**src/rtl/lfm_sweep_ctrl.sv**
```systemverilog
// lfm_sweep_ctrl
//   Stepped linear-FM sweep controller. Issues one phase increment per step to a
//   DDS over an AXI-Stream style handshake, then dwells for STEP_LEN DDS output
//   samples before moving to the next step. After NUM_STEPS steps the sweep ends.
//
//   Build option: define LFM_CONTINUOUS_EN to restart the sweep automatically
//   from START_INC after every sweep (until stop or reset). Without it the block
//   returns to IDLE after each sweep and waits for a new start.
//
//   Ports
//     clk           in   clock, rising edge
//     reset         in   asynchronous active-high reset
//     start         in   request sweep start (honoured in IDLE only)
//     stop          in   request sweep abort (wins over start)
//     sample_valid  in   DDS output-sample strobe, paces the dwell
//     phase_tvalid  out  valid toward DDS phase input
//     phase_tready  in   ready from DDS phase input
//     phase_tdata   out  32-bit phase increment
//     sweep_active  out  high while in LOAD, DWELL or DONE
//     step_last     out  one-cycle pulse after the final sample of each step
//     sweep_done    out  one-cycle pulse at sweep end (the DONE cycle)
//
//   state | meaning
//   IDLE  | waiting for start
//   LOAD  | phase increment offered to DDS, waiting for handshake
//   DWELL | counting DDS samples for the current step
//   DONE  | single cycle marking the end of a sweep

module lfm_sweep_ctrl #(
    parameter int unsigned STEP_LEN  = 100,
    parameter logic [31:0] START_INC = 32'h028F5C29,
    parameter logic [31:0] STEP_INC  = 32'h028F5C29,
    parameter int unsigned NUM_STEPS = 16
) (
    input  logic        clk,
    input  logic        reset,
    input  logic        start,
    input  logic        stop,
    input  logic        sample_valid,
    output logic        phase_tvalid,
    input  logic        phase_tready,
    output logic [31:0] phase_tdata,
    output logic        sweep_active,
    output logic        step_last,
    output logic        sweep_done
);

    typedef enum logic [1:0] {
        IDLE  = 2'd0,
        LOAD  = 2'd1,
        DWELL = 2'd2,
        DONE  = 2'd3
    } state_t;

    localparam logic [15:0] LAST_SAMPLE = 16'(STEP_LEN - 1);
    localparam logic [15:0] LAST_STEP   = 16'(NUM_STEPS - 1);

    state_t      state_q, state_d;
    logic        phase_tvalid_q, phase_tvalid_d;
    logic [31:0] phase_tdata_q, phase_tdata_d;
    logic [15:0] sample_cnt_q, sample_cnt_d;
    logic [15:0] step_idx_q, step_idx_d;
    logic        step_last_q, step_last_d;
    logic        sweep_done_q, sweep_done_d;
    logic        sweep_active_q, sweep_active_d;
    logic        stop_lat_q, stop_lat_d;

    always_ff @(posedge clk or posedge reset) begin
        if (reset) begin
            state_q        <= IDLE;
            phase_tvalid_q <= 1'b0;
            phase_tdata_q  <= START_INC;
            sample_cnt_q   <= 16'd0;
            step_idx_q     <= 16'd0;
            step_last_q    <= 1'b0;
            sweep_done_q   <= 1'b0;
            sweep_active_q <= 1'b0;
            stop_lat_q     <= 1'b0;
        end else begin
            state_q        <= state_d;
            phase_tvalid_q <= phase_tvalid_d;
            phase_tdata_q  <= phase_tdata_d;
            sample_cnt_q   <= sample_cnt_d;
            step_idx_q     <= step_idx_d;
            step_last_q    <= step_last_d;
            sweep_done_q   <= sweep_done_d;
            sweep_active_q <= sweep_active_d;
            stop_lat_q     <= stop_lat_d;
        end
    end

    always_comb begin
        state_d        = state_q;
        phase_tvalid_d = phase_tvalid_q;
        phase_tdata_d  = phase_tdata_q;
        sample_cnt_d   = sample_cnt_q;
        step_idx_d     = step_idx_q;
        step_last_d    = 1'b0;
        sweep_done_d   = 1'b0;
        stop_lat_d     = stop_lat_q;

        case (state_q)
            IDLE: begin
                stop_lat_d = 1'b0;
                if (start && !stop) begin
                    state_d        = LOAD;
                    phase_tvalid_d = 1'b1;
                    phase_tdata_d  = START_INC;
                    step_idx_d     = 16'd0;
                end
            end
            LOAD: begin
                // A stop seen here is held until the offered increment is
                // accepted, so valid never drops without a handshake.
                if (phase_tvalid_q && phase_tready) begin
                    phase_tvalid_d = 1'b0;
                    sample_cnt_d   = 16'd0;
                    stop_lat_d     = 1'b0;
                    state_d        = (stop_lat_q || stop) ? IDLE : DWELL;
                end else if (stop) begin
                    stop_lat_d = 1'b1;
                end
            end
            DWELL: begin
                if (stop) begin
                    state_d = IDLE;
                end else if (sample_valid) begin
                    sample_cnt_d = sample_cnt_q + 16'd1;
                    if (sample_cnt_q == LAST_SAMPLE) begin
                        step_last_d = 1'b1;
                        if (step_idx_q < LAST_STEP) begin
                            phase_tdata_d  = phase_tdata_q + STEP_INC;
                            step_idx_d     = step_idx_q + 16'd1;
                            phase_tvalid_d = 1'b1;
                            state_d        = LOAD;
                        end else begin
                            sweep_done_d = 1'b1;
                            state_d      = DONE;
                        end
                    end
                end
            end
            DONE: begin
`ifdef LFM_CONTINUOUS_EN
                if (stop) begin
                    state_d = IDLE;
                end else begin
                    state_d        = LOAD;
                    phase_tvalid_d = 1'b1;
                    phase_tdata_d  = START_INC;
                    step_idx_d     = 16'd0;
                end
`else
                state_d = IDLE;
`endif
            end
            default: begin
                state_d        = IDLE;
                phase_tvalid_d = 1'b0;
            end
        endcase

        sweep_active_d = (state_d != IDLE);
    end

    assign phase_tvalid = phase_tvalid_q;
    assign phase_tdata  = phase_tdata_q;
    assign sweep_active = sweep_active_q;
    assign step_last    = step_last_q;
    assign sweep_done   = sweep_done_q;

endmodule

```
**config.mk**
```make
export PLATFORM = sky130hd
export DESIGN_NAME = lfm_sweep_ctrl
export DESIGN_NICKNAME = d
export VERILOG_FILES = /design/src/rtl/lfm_sweep_ctrl.sv
export SDC_FILE = /design/constraint.sdc
export NUM_CORES = 1
export LEC_CHECK = 0
export ABC_CLOCK_PERIOD_IN_PS = 2500
export CORE_UTILIZATION = 60
export DETAILED_ROUTE_END_ITERATION = 7
export DONT_BUFFER_PORTS = 1
export PLACE_DENSITY = 0.83
export SYNTH_ARGS = -nofsm -noshare
export SYNTH_HDL_FRONTEND = slang
export SYNTH_SLANG_ARGS = --single-unit
export TNS_END_PERCENT = 1
```
**constraint.sdc**
```tcl
create_clock -name clk -period 2.5 [get_ports clk]
set_input_delay 0.5 -clock clk [delete_from_list [all_inputs] [get_ports clk]]
set_output_delay 0.5 -clock clk [all_outputs]
set_load 0.05 [all_outputs]
```
[Word level (Yosys, flattened, before mapping)]
Index checks and enable logic that the tools add are counted.
Word-level totals
  output and inout bits: 36
  logic and storage cells: 81
  register bits: 71
  input port bits: 6
Cells by class
  add/sub/neg operators: 3
  muxes and demuxes: 43
  eq/ne operators: 11
  reductions and logical operators: 14
  $lt $le $gt $ge: 1
Operators with widths (count)
  two-way mux 32 bit: 5
  two-way mux 16 bit: 8
  case mux 16 bit (2 select lines): 2
  case mux 32 bit (2 select lines): 1
  adder 16 x 1 -> 16 bit (second input constant): 2
  adder 32 x 26 -> 32 bit (second input constant): 1
  two-way mux 1 bit: 17
  == test 16 x 7 -> 1 bit (second input constant): 1
  less-than comparator 16 x 4 -> 1 bit (second input constant): 1
  two-way mux 2 bit: 7
  inequality test 2 bit (second input constant): 6
  case mux 2 bit (4 select lines): 1
  nonzero test 2 bit: 4
  AND reduction 7 bit: 1
  AND reduction 6 bit: 1
  == test 2 bit (second input constant): 2
  AND reduction 4 bit: 1
  inequality test 3 bit (second input constant): 1
  case mux 1 bit (3 select lines): 1
  nonzero test 3 bit: 1
  == test 2 x 1 -> 1 bit (second input constant): 1
  logical AND 1 bit: 2
  zero test 2 bit: 1
  case mux 1 bit (2 select lines): 1
  3 further kinds: 3

[Logic depth before layout (Yosys ltp)]
Gate-level depths: netlist (run 1).
  depth after elaboration: 7
  gate-level depth with buffers: 9
  gate-level depth less buffers: 6

[Worst setup path before layout (run 1)]
OpenSTA, ideal clock, no wires.
  kind: register -> register
  start point: reg phase_tdata_q[0], in the netlist phase_tdata[0]
  end point: reg phase_tdata_q[26], in the netlist phase_tdata[26]
  cell stages (with the launch flop): 7
  clock period less this slack: 2235 ps
  buffers on the path: 0
  required time: 2422 ps
  setup time: 78 ps
  slack: 265 ps
  arrival: 2157 ps
  path through: dfstp_2 > ha_1 > nand3_1 > a211oi_2 > a2111oi_1 > or4_1 > a21oi_1
On the way
  cells in the longest elaborated chain, start to end: 6
Ends and longest elaborated chain
  start, declared: line 60  | logic [31:0] phase_tdata_q, phase_tdata_d;
  start signal, assigned: line 82  | phase_tdata_q <= phase_tdata_d;
  adder 32 x 26 -> 32 bit: line 132  | phase_tdata_d = phase_tdata_q + STEP_INC;
  two-way mux 32 bit: line 131  | if (step_idx_q < LAST_STEP) begin
  two-way mux 32 bit: line 129  | if (sample_cnt_q == LAST_SAMPLE) begin
  two-way mux 32 bit: line 127  | end else if (sample_valid) begin
  two-way mux 32 bit: line 125  | if (stop) begin
  case mux 32 bit (2 select lines): line 102  | case (state_q)
Every way passes these cells. The select of a mux whose other input is x is not followed.
A chain may end at the register's enable or synchronous reset.

[Final worst setup path (run 1)]
  start point: reg sample_cnt_q[0]
  end point: reg phase_tdata_q[5], in the netlist phase_tdata[5]
On the way
  cells in the longest elaborated chain, start to end: 3
Ends and longest elaborated chain
  start, declared: line 61  | logic [15:0] sample_cnt_q, sample_cnt_d;
  start signal, assigned: line 83  | sample_cnt_q <= sample_cnt_d;
  == test 16 x 7 -> 1 bit: line 129
  inequality test 2 bit (no line)
  AND reduction 6 bit (no line)
Every way passes these cells.

==> qor.txt, run 1 <==
Vias/cell - 6.63
EDFF count, synth - 0
Distinct cells, synth - 57
number of top-level pins - 42
Core Region - 0.00606 mm²
Async SR Flop Fraction - 100%
Final period util - 94.7%
antenna cells - 0
DRT iter0 DRCs - 270
CTS tree - yes
worst IR drop on VDD - 0.786 mV
vias in the first global route - 3,344
FF-to-FF Start - sample_cnt_q[0]
clock latency at the later pin of the worst-skew pair - 0.35 ns
total global-route track usage - 30.1%
Synth Flop Type - dfrtp_1
first-pass GRT wire length - 15,400 µm
Worst EP arrival - 2.64 ns
area leader, netlist - dfrtp_1
WP data required - 2.77 ns
post-synth top area share - 37.5%
final instance area - 0.00429 mm²
status - finished, final reports clean
Worst-Margin Slew - 0.754 ns
drt first pass iters - 4
Pleak - 0.00185 µW
count of final hold-check violations - 0
die width - 82.4 µm
Power Density - 1020 mW/mm²
sequential element share of the synthesized area - 46.3%
# DRC - 0
clk sinks - 71
TNS Setup - 0 ns
Seq cells post-synth - 71
Worst Skew - 0.0107 ns
Placed Area - 0.00413 mm²
min Tclk post-route - 2.37 ns
Net Count, Synth - 421
routed vias - 3,403
most common cell in the netlist - dfrtp_1
total gr overflow - 0
Port Buffers - 0
WL final - 9310 µm
Syn Inst Count - 412
CP startpoint - sample_cnt_q[0]
CP max FO - 34
synthesized area - 0.00387 mm²
row cnt - 28
CTS HTree Levels - 3
post-route ant nets - 0
Detail Placement HPWL - 6530 µm
Max transition margin - 49.6%
startpoint types - register
Die ar. - 0.00678 mm²
initial antenna violation count - 1
Reg-to-Reg End - phase_tdata[5]
CTS buffer count - 9
achievable frequency - 422 MHz
Synth Area per Inst - 9.40 µm²
WL per Instance - 18.1 µm
Commonest cells post-synth - 58 x dfrtp_1, 32 x nor2_1, 30 x nand2_1
starting density of the core - 63.9%
RSZ-0062 raised after global routing - false
R2R cell count - 6
area grow syn2layout - 10.8%
layout cell share with drive strength beyond 1 - 16.2%
routability cong. - 0.910
Critical Path End - phase_tdata[5]
yosys warns - 0
setup violators final - 0
worst min path class - in -> async
Worst-path clk slew - 0.08 ns
crit end category - register
top post-synthesis cells by area - dfrtp_1 37%, dfstp_2 8.8%, o31ai_1 3.5%, or4_1 3.3%, a21oi_1 3.2%
critical setup path kind - reg -> reg
DIE HEIGHT - 82.4 µm
Reg2Reg Setup Slack - 0.13 ns
buffer depth of the longest clock path - 2
total of max-cap violations - 0
Post-layout nets - 442
cts hold-fix bufs - 0
Slew Limit Fails - 0
largest net degree at the start of global routing - 49
clock root cell - clkbuf_8
## worst max-delay path, stage by stage (launching register included)
cell and delay (ns):
dfrtp_1 0.43, ha_1 0.27, and4bb_1 0.23, and4_2 0.32
nor2_4 0.55, nor4_1 0.11, or3b_1 0.37
## cell usage in the layout (no fill, tap or decap), types with 4 or more instances in the layout
cell	instances
a21oi_1	24
a31oi_1	14
and3_1	10
and4_1	9
buf_4	32
clkbuf_8	9
clkinv_2	4
dfrtp_1	58
dfstp_2	13
inv_1	7
mux2i_1	5
nand2_1	30
nand2b_1	10
nand3_1	16
nand4_1	9
nor2_1	32
nor3_1	5
nor4_1	11
o21a_1	6
o21ai_0	17
o21ai_1	10
o31ai_1	18
or3_1	8
or4_1	17
xor2_1	6
## worst min path at each step
stage,end,cells past startpoint
after floorplan,step_idx_q[13],1
after global routing,phase_tdata[4],1
final,phase_tdata[4],1
after CTS,phase_tdata[4],1
after detailed placement,phase_tdata[1],1
after global placement,phase_tdata[1],1
## registers in the layout, indices dropped and copies added, names as in the netlist
| register | flops |
|---|---|
| phase_tdata | 32 |
| phase_tvalid | 1 |
| sample_cnt_q | 16 |
| state_q | 2 |
| step_idx_q | 16 |
| step_last | 1 |
| stop_lat_q | 1 |
| sweep_active | 1 |
| sweep_done | 1 |
## per-layer routing
layer  global-route usage (%)  wire (µm)  vias to the layer above  share of wire (%)
met4                     13.7        161                        0                1.7
met1                     37.8       4000                     1654                 43
met5                        0          0                        -                  0
li1                         -          -                     1609                  -
met2                     49.6       4520                      122                 49
met3                     6.70        628                       18                6.7
## final cells by class
| class | instances | area [µm²] |
|---|---|---|
| clock buffers | 11 | 131 |
| clock inverters | 5 | 27.5 |
| fillers | 470 | 1770 |
| inverters | 8 | 30.0 |
| multi-input cells | 310 | 1950 |
| flip-flops and latches | 71 | 1790 |
| well taps | 75 | 93.8 |
| repair buffers | 33 | 260 |
## kinds of logic (layout without fill, tap and decap cells)
group | after synthesis | in the layout | synth area share, %
AO/OA/AOI/OAI | 117 | 117 | 19.7
AND/OR/NAND/NOR | 175 | 175 | 25.8
adder cells (fa/ha/maj) | 3 | 3 | 0.969
XOR/XNOR | 9 | 9 | 2.03
flip-flops | 71 | 71 | 46.3
buffers and inverters | 31 | 57 | 3.59
multiplexers | 6 | 6 | 1.58
## per-stage QoR
| stage | worst slack (ns) | std cells | hold slack [ns] | utilization [%] | power (µW) |
|---|---|---|---|---|---|
| global placement | 0.247 | 497 | 0.435 | 68.1 | 3550 |
| finish | 0.133 | 513 | 0.0508 | 70.8 | 4380 |
| global route | 0.0193 | 513 | 0.0964 | 70.8 | 4610 |
| floorplan | 0.225 | 412 | 0.454 | - | 3120 |
| CTS | 0.128 | 513 | 0.0646 | 70.8 | 4380 |
| detailed placement | 0.163 | 497 | 0.442 | 68.1 | 3610 |
## where the power goes
group | total [µW] | internal (µW) | switching, µW
logic | 1570 | 507 | 1070
registers | 2030 | 1450 | 584
clock network | 779 | 353 | 426
## repair_timing
action | CTS | global route
buffers inserted | 0 | 0
resized for setup | 0 | 1
endpoints found under the setup margin | 0 | 2
Note: power is estimated with default switching activity, not from simulation.
==> run 2: changes to the inputs <==
ABC_CLOCK_PERIOD_IN_PS = 1900   (was 2500)
CORE_ASPECT_RATIO = 0.8   (was not set)
CORE_UTILIZATION = 57   (was 60)
GPL_ROUTABILITY_DRIVEN = 1   (was not set)
PLACE_DENSITY = 0.82   (was 0.83)
clock period = 1.9 ns   (was 2.5 ns; I/O delays follow)
==> run 2 against run 1 <==
Effect of this change:
- the flow now finishes with violations (setup timing)
- core utilization is 12 points higher
- global-route usage up 7.5 points
- critical endpoint is now phase_tdata[27]
- register-to-register slack worse by 0.41 ns
- wire length increased by 44%
- largest cell class unchanged
- worst hold slack improved by 0.028 ns
==> qor.txt, run 2 (synthesis results as in run 1) <==
Worst-path clk slew - 0.08 ns (about the same)
Sequential cell area - 0.00180 mm² (+0.35%)
Vias/cell - 7.05 (+6.3%)
final instance area - 0.00533 mm² (+24%)
WL per Instance - 22.1 µm (+22%)
CTS HTree Levels - 3 (unchanged)
worst setup margin - -0.281 ns (-0.413 ns)
row cnt - 26 (-7.1%)
CP Buf/Inv Count - 2 (+2)
most frequent cells in the layout - 108 x buf_4, 56 x dfrtp_1, 31 x nor2_1
first-pass GRT wire length - 20,100 µm (+31%)
Reg2Reg Setup Slack - -0.28 ns (-0.41 ns)
min Tclk post-route - 2.18 ns (-0.187 ns)
DIE HEIGHT - 75.7 µm (-8.0%)
WP data required - 2.18 ns (-0.59 ns)
clock root cell - clkbuf_8
routed vias - 4,287 (+26%)
buffer depth of the longest clock path - 2 (unchanged)
Power, Total - 6800 µW (+55%)
worst IR drop on VDD - 0.876 mV (+11%)
die width - 94.2 µm (+14%)
CP Cell Sequence - buf_4 > nand4_1 > a211oi_2 > buf_4 > o31ai_1 > or4_1 > a21oi_1
Placed Area - 0.00479 mm² (+16%)
area of the multi-input gates - 0.00225 mm² (+15%)
Slew Limit Fails - 0 (unchanged)
starting density of the core - 59.8% (-4.1 points)
layout cell share with drive strength beyond 1 - 38.2% (+22 points)
fill cell count - 319 (-32%)
Largest register FFs - 32 (unchanged)
total global-route track usage - 37.6% (+7.5 points)
Worst-Margin Slew - 0.538 ns (-0.216 ns)
count of final hold-check violations - 0 (unchanged)
vias in the first global route - 4,058 (+21%)
clk sinks - 71 (unchanged)
Worst EP arrival - 2.46 ns (-0.18 ns)
worst min path class - in -> reg
Final period util - 115% (+20 points)
Die ar. - 0.00713 mm² (+5.2%)
Power Density - 1280 mW/mm² (+25%)
number of top-level pins - 42 (unchanged)
CTS buffer count - 9 (unchanged)
drt first pass iters - 6 (+2)
initial antenna violation count - 0 (-1)
most common cell after layout, fill and taps aside - buf_4
routability cong. - 0.953 (+4.6%)
achievable frequency - 459 MHz (+8.6%)
Worst Skew - 0.00762 ns (-0.00305 ns)
post-route ant nets - 0 (unchanged)
critical setup path kind - reg -> reg
area grow syn2layout - 37.5%
RSZ-0062 raised after global routing - true
CP top delay family - simple AND/OR/NAND/NOR gates
WL final - 13,400 µm (+44%)
Pleak - 0.00234 µW (+27%)
Max transition margin - 63.7% (+14 points)
DRT iter0 DRCs - 675 (+150%)
failing checks - setup timing
# DRC - 0 (unchanged)
Port Buffers - 0 (unchanged)
crit end category - register
total of max-cap violations - 0 (unchanged)
Post-layout nets - 528 (+19%)
CTS tree - yes
status - finished with violations
startpoint types - register
slowest CP cell - dfstp_4
CP max FO - 5 (-85%)
antenna cells - 0 (unchanged)
Detail Placement HPWL - 7760 µm (+19%)
Most common cell on crit path - buf_4
Core Region - 0.00647 mm² (+6.8%)
largest net degree at the start of global routing - 40 (-18%)
clock latency at the later pin of the worst-skew pair - 0.36 ns (about the same)
setup violators final - 34 (+34)
total gr overflow - 0 (unchanged)
Max stage delay on crit path - 0.63 ns (+0.08 ns)
==> run 2: cell types whose count changed in the layout (fill, tap and decap cells not counted), moves of 5 or more <==
cell    before  now
buf_12       1    6
buf_4       32  108
nor4_1      11    1
nor4_2       1   10
==> run 2: final cells by class <==
cell class              count  share of cell area [%]
inverters                   8                   0.634
multi-input cells         310                    42.2
clock buffers              11                    2.47
flip-flops and latches     71                    33.8
clock inverters             5                   0.470
well taps                  84                    1.97
repair buffers            119                    18.5
==> run 2: worst register-to-register path, stage by stage, from the launching register on <==
cell and delay [ns]:
dfstp_4 0.63, buf_4 0.12, nand4_1 0.21, a211oi_2 0.26, buf_4 0.19, o31ai_1 0.10, or4_1 0.43, a21oi_1 0.15
==> run 2: where the power goes <==
part | leakage [µW] | total [µW] | switching, µW | internal, µW
combinational | 0.00134 | 3510 | 2300 | 1200
sequential | 0.000923 | 2250 | 351 | 1900
clock | 0.0000866 | 1040 | 579 | 463
total | 0.00234 | 6800 | 3230 | 3570
==> run 2: routing by layer <==
| layer | global-route usage (%) | part of all wire (%) | up-vias | wire (µm) |
|---|---|---|---|---|
| met1 | 48.2 | 39 | 2069 | 5180 |
| met3 | 10.4 | 10 | 83 | 1400 |
| met5 | 0 | 0 | - | 0 |
| li1 | - | - | 1788 | - |
| met2 | 60.1 | 47 | 347 | 6290 |
| met4 | 17.6 | 4.1 | 0 | 557 |
==> run 2: final timing paths <==
check	from	endpoint	depth (start not counted)
max reg2reg	phase_tdata[0]	phase_tdata[27]	7
min in group asynchronous	reset	phase_tdata[8]	2
max in group asynchronous	reset	state_q[0]	3
min reg2reg	step_idx_q[13]	step_idx_q[13]	1
min	stop	state_q[1]	1
max	phase_tdata[0]	phase_tdata[27]	7
==> run 2: through the flow <==
stage               instances  setup TNS (ns)  worst slack (ns)  hold slack (ns)  utilization, %
floorplan                 412           -3.17            -0.332            0.446               -
global placement          582           -2.46            -0.194            0.300            73.9
detailed placement        582           -4.65            -0.288            0.305            73.9
CTS                       608           -1.60            -0.124           0.0816            80.1
global route              608           -6.36            -0.310           0.0625            82.3
finish                    608           -3.96            -0.281           0.0783            82.3
==> run 2: repair_timing <==
item,CTS,global route
hold endpoints to repair,8,0
setup endpoints to repair,40,51
resized for setup,35,27
buffers inserted,9,0
hold buffers,1,0
pin swaps,19,9
